<file path="config.mk">
export PLATFORM = sky130hd
export DESIGN_NAME = fifo_reader
export DESIGN_NICKNAME = d
export VERILOG_FILES = /design/src/rtl/fifo_pkg.sv /design/src/rtl/skid_buf2.sv /design/src/rtl/fifo_reader.sv
export SDC_FILE = /design/constraint.sdc
export NUM_CORES = 1
export LEC_CHECK = 0
export ABC_CLOCK_PERIOD_IN_PS = 4250
export CORE_MARGIN = 2
export CORE_UTILIZATION = 50
export DETAILED_ROUTE_END_ITERATION = 12
export PLACE_DENSITY = 0.84
export SYNTH_ARGS = -nofsm -noshare
export SYNTH_HDL_FRONTEND = slang
export SYNTH_HIERARCHICAL = 1
export SYNTH_SLANG_ARGS = --single-unit
</file>
<file path="constraint.sdc">
create_clock -name clk -period 4.25 [get_ports clk]
set_input_delay 0.425 -clock clk [delete_from_list [all_inputs] [get_ports clk]]
set_output_delay 0.425 -clock clk [all_outputs]
set_load 0.1 [all_outputs]
</file>
<file path="src/rtl/fifo_pkg.sv">
// Shared FIFO definitions: reader state encoding, default data width and the
// read-issue credit check used by fifo_reader.
package fifo_pkg;

    localparam int DATA_BITS_DEF = 10;

    typedef enum logic [1:0] {
        IDLE = 2'd0,
        RUN  = 2'd1,
        HALT = 2'd2
    } state_t;

    // A new read may issue only if the word it returns is guaranteed a buffer slot.
    function automatic logic can_issue(input logic [1:0] occ, input logic infl, input logic pop);
        return ({1'b0, occ} + {2'b00, infl}) < (3'd2 + {2'b00, pop});
    endfunction

endpackage

</file>
<file path="src/rtl/skid_buf2.sv">
// Two-entry in-order skid buffer; entry 0 is the head presented downstream.
module skid_buf2
    import fifo_pkg::*;
#(
    parameter int DATA_BITS = DATA_BITS_DEF
) (
    input  logic                 clk,
    input  logic                 reset,
    input  logic                 wr_en,
    input  logic [DATA_BITS-1:0] wr_data,
    input  logic                 pop,
    output logic [1:0]           occ,
    output logic [DATA_BITS-1:0] head_data,
    output logic                 valid
);

    logic [DATA_BITS-1:0] entry_reg [2];
    logic [DATA_BITS-1:0] entry_next [2];
    logic [1:0]           occ_reg;
    logic [1:0]           occ_next;
    logic [1:0]           base;
    logic                 pop_ok;
    logic                 wr_ok;

    always_comb begin
        pop_ok = pop && (occ_reg != 2'd0);
        // base is the occupancy after the pop, i.e. the slot a new word lands in
        base   = occ_reg - {1'b0, pop_ok};
        wr_ok  = wr_en && !base[1];
        occ_next = base + {1'b0, wr_ok};

        entry_next[0] = pop_ok ? entry_reg[1] : entry_reg[0];
        entry_next[1] = entry_reg[1];
        if (wr_ok) begin
            entry_next[base[0]] = wr_data;
        end
    end

    always_ff @(posedge clk or posedge reset) begin
        if (reset) begin
            occ_reg      <= 2'd0;
            entry_reg[0] <= '0;
            entry_reg[1] <= '0;
        end else begin
            occ_reg      <= occ_next;
            entry_reg[0] <= entry_next[0];
            entry_reg[1] <= entry_next[1];
        end
    end

    assign occ       = occ_reg;
    assign valid     = (occ_reg != 2'd0);
    assign head_data = entry_reg[0];

endmodule

</file>
<file path="src/rtl/fifo_reader.sv">
// Pulls words from a one-cycle-latency FIFO into a skid buffer and streams them
// downstream with valid/ready. Define FIFO_READER_STATS_EN to add word_count.
module fifo_reader
    import fifo_pkg::*;
#(
    parameter int DATA_BITS = DATA_BITS_DEF,
    parameter int CNT_BITS  = 16
) (
    input  logic                 clk,
    input  logic                 reset,
    input  logic                 enable,
    input  logic [DATA_BITS-1:0] fifo_data_in,
    input  logic                 fifo_empty_in,
    input  logic                 error_fifo_in,
    output logic                 fifo_read,
    output logic [DATA_BITS-1:0] data_out,
    output logic                 valid_out,
    input  logic                 ready_in,
    output logic                 halted_out
`ifdef FIFO_READER_STATS_EN
    ,
    output logic [CNT_BITS-1:0]  word_count
`endif
);

    state_t     state_reg;
    state_t     state_next;
    logic       infl_reg;
    logic [1:0] occ;
    logic       pop;

    assign pop = valid_out && ready_in;

    always_comb begin
        state_next = state_reg;
        fifo_read  = 1'b0;
        case (state_reg)
            IDLE: begin
                if (enable) state_next = RUN;
            end
            RUN: begin
                if (!enable) state_next = IDLE;
                fifo_read = !fifo_empty_in && can_issue(occ, infl_reg, pop);
            end
            HALT: state_next = HALT;
            default: state_next = IDLE;
        endcase
        if (error_fifo_in) state_next = HALT;
    end

    always_ff @(posedge clk or posedge reset) begin
        if (reset) begin
            state_reg <= IDLE;
            infl_reg  <= 1'b0;
        end else begin
            state_reg <= state_next;
            infl_reg  <= fifo_read;
        end
    end

    assign halted_out = (state_reg == HALT);

    // The word requested last cycle is on fifo_data_in now; capture it even after leaving RUN.
    skid_buf2 #(
        .DATA_BITS (DATA_BITS)
    ) u_skid (
        .clk       (clk),
        .reset     (reset),
        .wr_en     (infl_reg),
        .wr_data   (fifo_data_in),
        .pop       (pop),
        .occ       (occ),
        .head_data (data_out),
        .valid     (valid_out)
    );

`ifdef FIFO_READER_STATS_EN
    logic [CNT_BITS-1:0] count_reg;

    always_ff @(posedge clk or posedge reset) begin
        if (reset) begin
            count_reg <= '0;
        end else if (pop) begin
            count_reg <= count_reg + CNT_BITS'(1);
        end
    end

    assign word_count = count_reg;
`else
    // Keeps CNT_BITS referenced when statistics are compiled out.
    logic [CNT_BITS-1:0] unused_cnt_width;
    assign unused_cnt_width = '0;
`endif

endmodule

</file>
==> flow_summary.json, run 1 <==
{
  "grt_pass1_vias": 797,
  "htree_num_levels": 1,
  "grt_pass1_wl_mm": 3.39,
  "critical-path-max-stage-delay_ns": 0.44,
  "place.detailed.instances": 134,
  "drtAntennaViolNets": 0,
  "die_ar_mm2": 0.00285,
  "synth.mux.area_fraction": 0.277,
  "finalSetupViolations": 0,
  "post-dp-hpwl_mm": 1.54,
  "grt_start_max_net_pins": 23,
  "count_of_mapped_cells_out_of_synthesis": 90,
  "final-hold-violation-count": 0,
  "cpMaxStageDelayCell": "dfrtp_1",
  "yosys.area.top_type_share": 0.512,
  "antenna_cells_inserted": 0,
  "final_cell_count_no_fill": 138,
  "post-synth-top-area-cell": "dfrtp_1",
  "ys_types": 19,
  "synth_seq_cells": 25,
  "drt-total-wl_mm": 2.02,
  "hold_path_class": "in -> async",
  "drv.max_cap_violation_count": 0,
  "yosysWarningCount": 6,
  "synth_top_flop_cell": "dfrtp_1",
  "power.density_mw_per_mm2": 360,
  "num-fill-cells": 187,
  "avgViaCountPerCell": 5.25,
  "post_synth_fa_ha_maj_area_fraction": 0.0410,
  "async_flop_share": 1.00,
  "die_w_um": 53.4,
  "clock_insertion_delay_worst_skew_ns": 0.31,
  "syn_to_final_growth_pct": 20.3,
  "cts_buffers": 3,
  "run_status": "finished, final reports clean",
  "wl_per_cell_um": 14.7,
  "busiest_grt_layer": "met2",
  "global_route.usage.total": 0.171,
  "max_vdd_drop_mv": 0.244,
  "antenna_found_initial": 0,
  "syn-mean-instance-area_um2": 13.6,
  "top_level_ports": 29,
  "initial_core_util": 0.542,
  "overflow": 0,
  "synth_compound_area_frac": 0.0154,
  "globalRouteMet3Util": 0.0339,
  "critical_path.startpoint_type": "flop",
  "worstMarginPinSlew_ns": 0.980,
  "chipHeight_um": 53.4,
  "postCtsResizedCells": 0,
  "post-cts-setup-buffer-count": 0,
  "finalWeightedCongestion": 0.719,
  "cell_chain_critical_path": "or2_2 > and2_1 > o21ai_2 > inv_1 > ha_1 > xnor2_1 > and2_1 > ha_1 > mux2_2",
  "worst-endpoint-arrival_ns": 3.06,
  "clk_transition_reported_paths_ns": 0.13,
  "critical_path_peak_fanout": 11,
  "fin_worst_hold_slack_ns": 0.293,
  "finalCritPeriodShare": 0.672,
  "grtUsageMet1": 0.197,
  "port-buffer-count": 28,
  "detail_route.drc_violations": 0,
  "power.leakage_nw": 0.719,
  "mappedNetlistNets": 110,
  "place_area_mm2": 0.00144,
  "maximum_clock_skew_at_final_layout_ns": 0.00355,
  "drive_gt1_frac": 0.336,
  "finish.utilization": 0.651,
  "cts_sinks": 25,
  "seq_area_frac_synth": 0.512,
  "clock_tree_from_tritoncts": "built",
  "layout.cell_area.non_filler_mm2": 0.00147,
  "timing.final.crit_period_ns": 2.85,
  "detail_route.first_pass.iterations": 3,
  "fin_nets": 131,
  "rows": 17,
  "relSlewSlack": 0.345,
  "timing_max_transition_violations_final": 0,
  "syn-cell-area_mm2": 0.00122,
  "crit_path_end_kind": "flop",
  "ys_top_cells_by_area": "dfrtp_1 51%, mux2_2 27%, buf_4 6.1%, ha_1 4.1%, inv_1 1.8%",
  "totalNegativeSetupSlack_ns": 0,
  "coreArea_mm2": 0.00225,
  "critical_path_class": "reg -> reg",
  "detailroute.via_count": 725,
  "data_required_time_at_the_worst_endpoint_ns": 4.45,
  "post_synth_xor_area_fraction": 0.00717,
  "synth_top_family_by_area": "multiplexers",
  "clk_root_buffer_cell": "clkbuf_4",
  "rsz_0062_raised_after_global_routing": "no",
  "cts_hold_buffers": 0,
  "clock.fmax_mhz": 350,
  "edff_count_synth": 0,
  "grt_util_met2": 0.292,
  "cts_buffer_depth": 2,
  "synth_simple_gate_area_frac": 0.0543,
  "drt_first_iter_violations": 2
}
==> critical path, delay by kind of cell, from the launching register on <==
kind                       cells  cell delay [ns]
xor gates and xnor gates       1             0.25
and+or+nand+nor                3             0.68
AOI/OAI and AO/OA              1             0.23
DFF                            1             0.44
buffers and inverters          1             0.10
adders and majority gates      2             0.65
muxes                          1             0.39
==> cell type report <==
cell class | instances | area [um^2] | area share
flip-flops and latches | 25 | 626 | 0.426
multi-input cells | 47 | 482 | 0.328
repair buffers | 28 | 278 | 0.189
well taps | 28 | 35.0 | 0.0239
clock buffers | 4 | 26.3 | 0.0179
inverters | 6 | 22.5 | 0.0153
==> routing by layer <==
layer / vias to the layer above / share of wire
met2: 15 / 0.53
met3: 4 / 0.040
li1: 339 / -
met5: - / 0
met1: 367 / 0.41
met4: 0 / 0.019
==> cells by family (layout without fill, tap and decap cells) <==
logic type	after synthesis	in the layout
AOI/OAI and AO/OA	3	3
xor gates and xnor gates	1	1
adders and majority gates	4	4
buffers and inverters	18	38
DFF	25	25
muxes	30	30
and+or+nand+nor	9	9
==> cells in the mapped netlist, types with 2 or more instances <==
cell and n:
mux2_2 29, dfrtp_1 25, buf_4 10, inv_1 6, ha_1 4, and2_1 2, or2_2 2
==> power breakdown <==
part           switching, W  total (W)  internal (W)
registers         0.0000134   0.000263      0.000249
logic              0.000101   0.000163     0.0000621
clock network     0.0000660   0.000103     0.0000366
==> final timing paths <==
kind | startpoint | endpoint | slack, ns | cells after the start
worst max-delay path | u_skid/occ[0] | flop | 1.40 | 9
worst min-delay path | reset | state_reg[1] | 0.29 | 2
worst max register to register | u_skid/occ[0] | flop | 1.40 | 9
worst min register to register | state_reg[1] | state_reg[0] | 0.47 | 1
max in group asynchronous | reset | u_skid/occ[1] | 3.15 | 2
min in group clk | state_reg[1] | state_reg[0] | 0.47 | 1
==> cell usage in the layout (no fill, tap or decap) <==
cell type / n
or2_2: 2
clkbuf_1: 1
nand3b_1: 1
dfrtp_1: 25
mux2_2: 29
inv_1: 6
nor2b_1: 1
buf_4: 1
or4b_1: 1
clkdlybuf4s50_1: 27
o21ai_2: 1
ha_1: 4
nand3_2: 1
clkbuf_4: 3
nor3b_1: 1
mux2_1: 1
and2_1: 2
o21ai_0: 1
xnor2_1: 1
a21oi_1: 1
==> stage by stage <==
stage / total power (W) / setup slack, ns
after floorplan: 0.000392 / 1.08
after global placement: 0.000420 / 1.43
after detailed placement: 0.000433 / 1.27
after CTS: 0.000537 / 1.35
after global routing: 0.000558 / 1.18
final: 0.000528 / 1.40
Note: power is estimated with default switching activity, not from simulation.
==> run 2, diff against run 1 <==
--- a/config.mk
+++ b/config.mk
@@ -5,11 +5,11 @@
 export SDC_FILE = /design/constraint.sdc
 export NUM_CORES = 1
 export LEC_CHECK = 0
-export ABC_CLOCK_PERIOD_IN_PS = 4250
+export ABC_CLOCK_PERIOD_IN_PS = 2900
 export CORE_MARGIN = 2
-export CORE_UTILIZATION = 50
+export CORE_UTILIZATION = 48
 export DETAILED_ROUTE_END_ITERATION = 12
-export PLACE_DENSITY = 0.84
+export PLACE_DENSITY = 0.81
 export SYNTH_ARGS = -nofsm -noshare
 export SYNTH_HDL_FRONTEND = slang
 export SYNTH_HIERARCHICAL = 1
==> constraint.sdc (replaced) <==
create_clock -name clk -period 2.9 [get_ports clk]
set_input_delay 0.29 -clock clk [delete_from_list [all_inputs] [get_ports clk]]
set_output_delay 0.29 -clock clk [all_outputs]
set_load 0.1 [all_outputs]
==> run 2 against run 1 <==
- core utilization fell by 6.0 points
- worst hold slack worse by 0.12 ns
- clock power is 40% higher
- sequential power up 46%
- final area is 1.1% lower
==> flow_summary.json, run 2 (same netlist as run 1, synthesis figures left out) <==
{
  "post-cts-setup-buffer-count": 0,
  "netSwitchingPower_w": 0.000261,
  "antenna_found_initial": 0,
  "antenna_cells_inserted": 0,
  "coreArea_mm2": 0.00245,
  "timing.final.crit_period_ns": 2.60,
  "critical_path_class": "reg -> reg",
  "cts_sinks": 25,
  "most-common-layout-cells": "29 x mux2_2, 25 x dfrtp_1, 15 x clkdlybuf4s50_1",
  "max_vdd_drop_mv": 0.335,
  "worst_r2r_path_depth": 9,
  "grt_pass1_vias": 700,
  "detail_route.drc_violations": 0,
  "cts_hold_buffers": 0,
  "global_route.usage.total": 0.144,
  "cts_buffer_depth": 2,
  "initial_core_util": 0.497,
  "htree_num_levels": 1,
  "avgViaCountPerCell": 5.01,
  "power.share.clock": 0.187,
  "clock.fmax_mhz": 385,
  "hold_path_class": "in -> async",
  "data_required_time_at_the_worst_endpoint_ns": 3.10,
  "rows": 18,
  "clock_tree_from_tritoncts": "built",
  "run_status": "finished, final reports clean",
  "pwr-share-comb": 0.316,
  "detail_route.first_pass.iterations": 4,
  "critical_path_peak_fanout": 10,
  "crit_path_end_kind": "flop",
  "maximum_clock_skew_at_final_layout_ns": 0.00520,
  "internal_reg_to_reg_setup_slack_ns": 0.30,
  "clk_root_buffer_cell": "clkbuf_4",
  "detailedPlace.worstSlack_ns": 0.285,
  "wl_per_cell_um": 12.8,
  "drt_first_iter_violations": 3,
  "finish.utilization": 0.592,
  "detailroute.via_count": 706,
  "worst-endpoint-arrival_ns": 2.80,
  "cts_buffers": 3,
  "postCtsResizedCells": 0,
  "totalNegativeSetupSlack_ns": 0,
  "layout.cells.most_common": "mux2_2",
  "grt_start_max_net_pins": 23,
  "die_w_um": 54.4,
  "sw_frac_of_total": 0.337,
  "fin_worst_hold_slack_ns": 0.178,
  "postLayoutSetupSlackWorst_ns": 0.300,
  "worstMarginPinSlew_ns": 0.831,
  "clk_transition_reported_paths_ns": 0.12,
  "syn_to_final_growth_pct": 19.0,
  "clock_insertion_delay_worst_skew_ns": 0.30,
  "chipHeight_um": 54.4,
  "overflow": 0,
  "finalSetupViolations": 0,
  "relSlewSlack": 0.445,
  "internal_power_w": 0.000513,
  "critical_path.startpoint_type": "flop",
  "die_ar_mm2": 0.00296,
  "drt-total-wl_mm": 1.80,
  "regToRegStartpoint": "u_skid/occ[0]",
  "final-hold-violation-count": 0,
  "grt_pass1_wl_mm": 3.07,
  "drv.max_cap_violation_count": 0,
  "drive_gt1_frac": 0.459,
  "drtAntennaViolNets": 0,
  "fin_nets": 132,
  "timing_max_transition_violations_final": 0,
  "rsz_0062_raised_after_global_routing": "no",
  "finalCritPeriodShare": 0.897,
  "power.leakage_nw": 0.744,
  "seq_power_share": 0.497,
  "finalWeightedCongestion": 0.710,
  "port-buffer-count": 28,
  "power.density_mw_per_mm2": 532,
  "post-dp-hpwl_mm": 1.35,
  "top_level_ports": 29
}
==> run 2: layout make-up <==
type	count	area, um^2
Clock buffer	4	26.3
Tap cell	30	37.5
Timing Repair Buffer	29	255
Sequential cell	25	626
Multi-Input combinational cell	47	485
Inverter	6	22.5
Fill cell	205	1000
==> run 2: through the flow <==
stage               area, um^2  total power (W)  instances
floorplan                 1220         0.000577         90
CTS                       1450         0.000791        141
finish                    1450         0.000773        141
detailed placement        1430         0.000636        137
global route              1450         0.000825        141
global placement          1430         0.000627        137
==> run 2: power by group through the flow <==
| stage | clock (W) | sequential, W | combinational (W) |
|---|---|---|---|
| after detailed placement | 0 | 0.000392 | 0.000244 |
| after global routing | 0.000169 | 0.000388 | 0.000268 |
| after CTS | 0.000159 | 0.000385 | 0.000247 |
| final | 0.000144 | 0.000384 | 0.000244 |
| after floorplan | 0 | 0.000387 | 0.000190 |
| after global placement | 0 | 0.000388 | 0.000239 |
==> run 2: how the worst max path moves through the flow <==
stage,start,endpoint
detailed placement,u_skid/occ[0],flop
finish,u_skid/occ[0],flop
global route,u_skid/occ[0],flop
global placement,u_skid/occ[0],flop
CTS,u_skid/occ[0],flop
floorplan,u_skid/occ[0],flop
==> run 2: worst max-delay path, stage by stage, from the launching register on <==
cell and delay [ns]:
dfrtp_1 0.44, or2_2 0.33, and2_1 0.18, o21ai_2 0.06, inv_1 0.05, ha_1 0.18, xnor2_1 0.27, and2_1 0.18
ha_1 0.42, mux2_2 0.39
==> run 2: routing by layer <==
metal  vias to the layer above  GRT usage  wire [um]
met5                         -          0          0
met1                       352      0.191        754
met4                         0     0.0500          6
met2                        11      0.243        977
li1                        341          -          -
met3                         2     0.0164         65
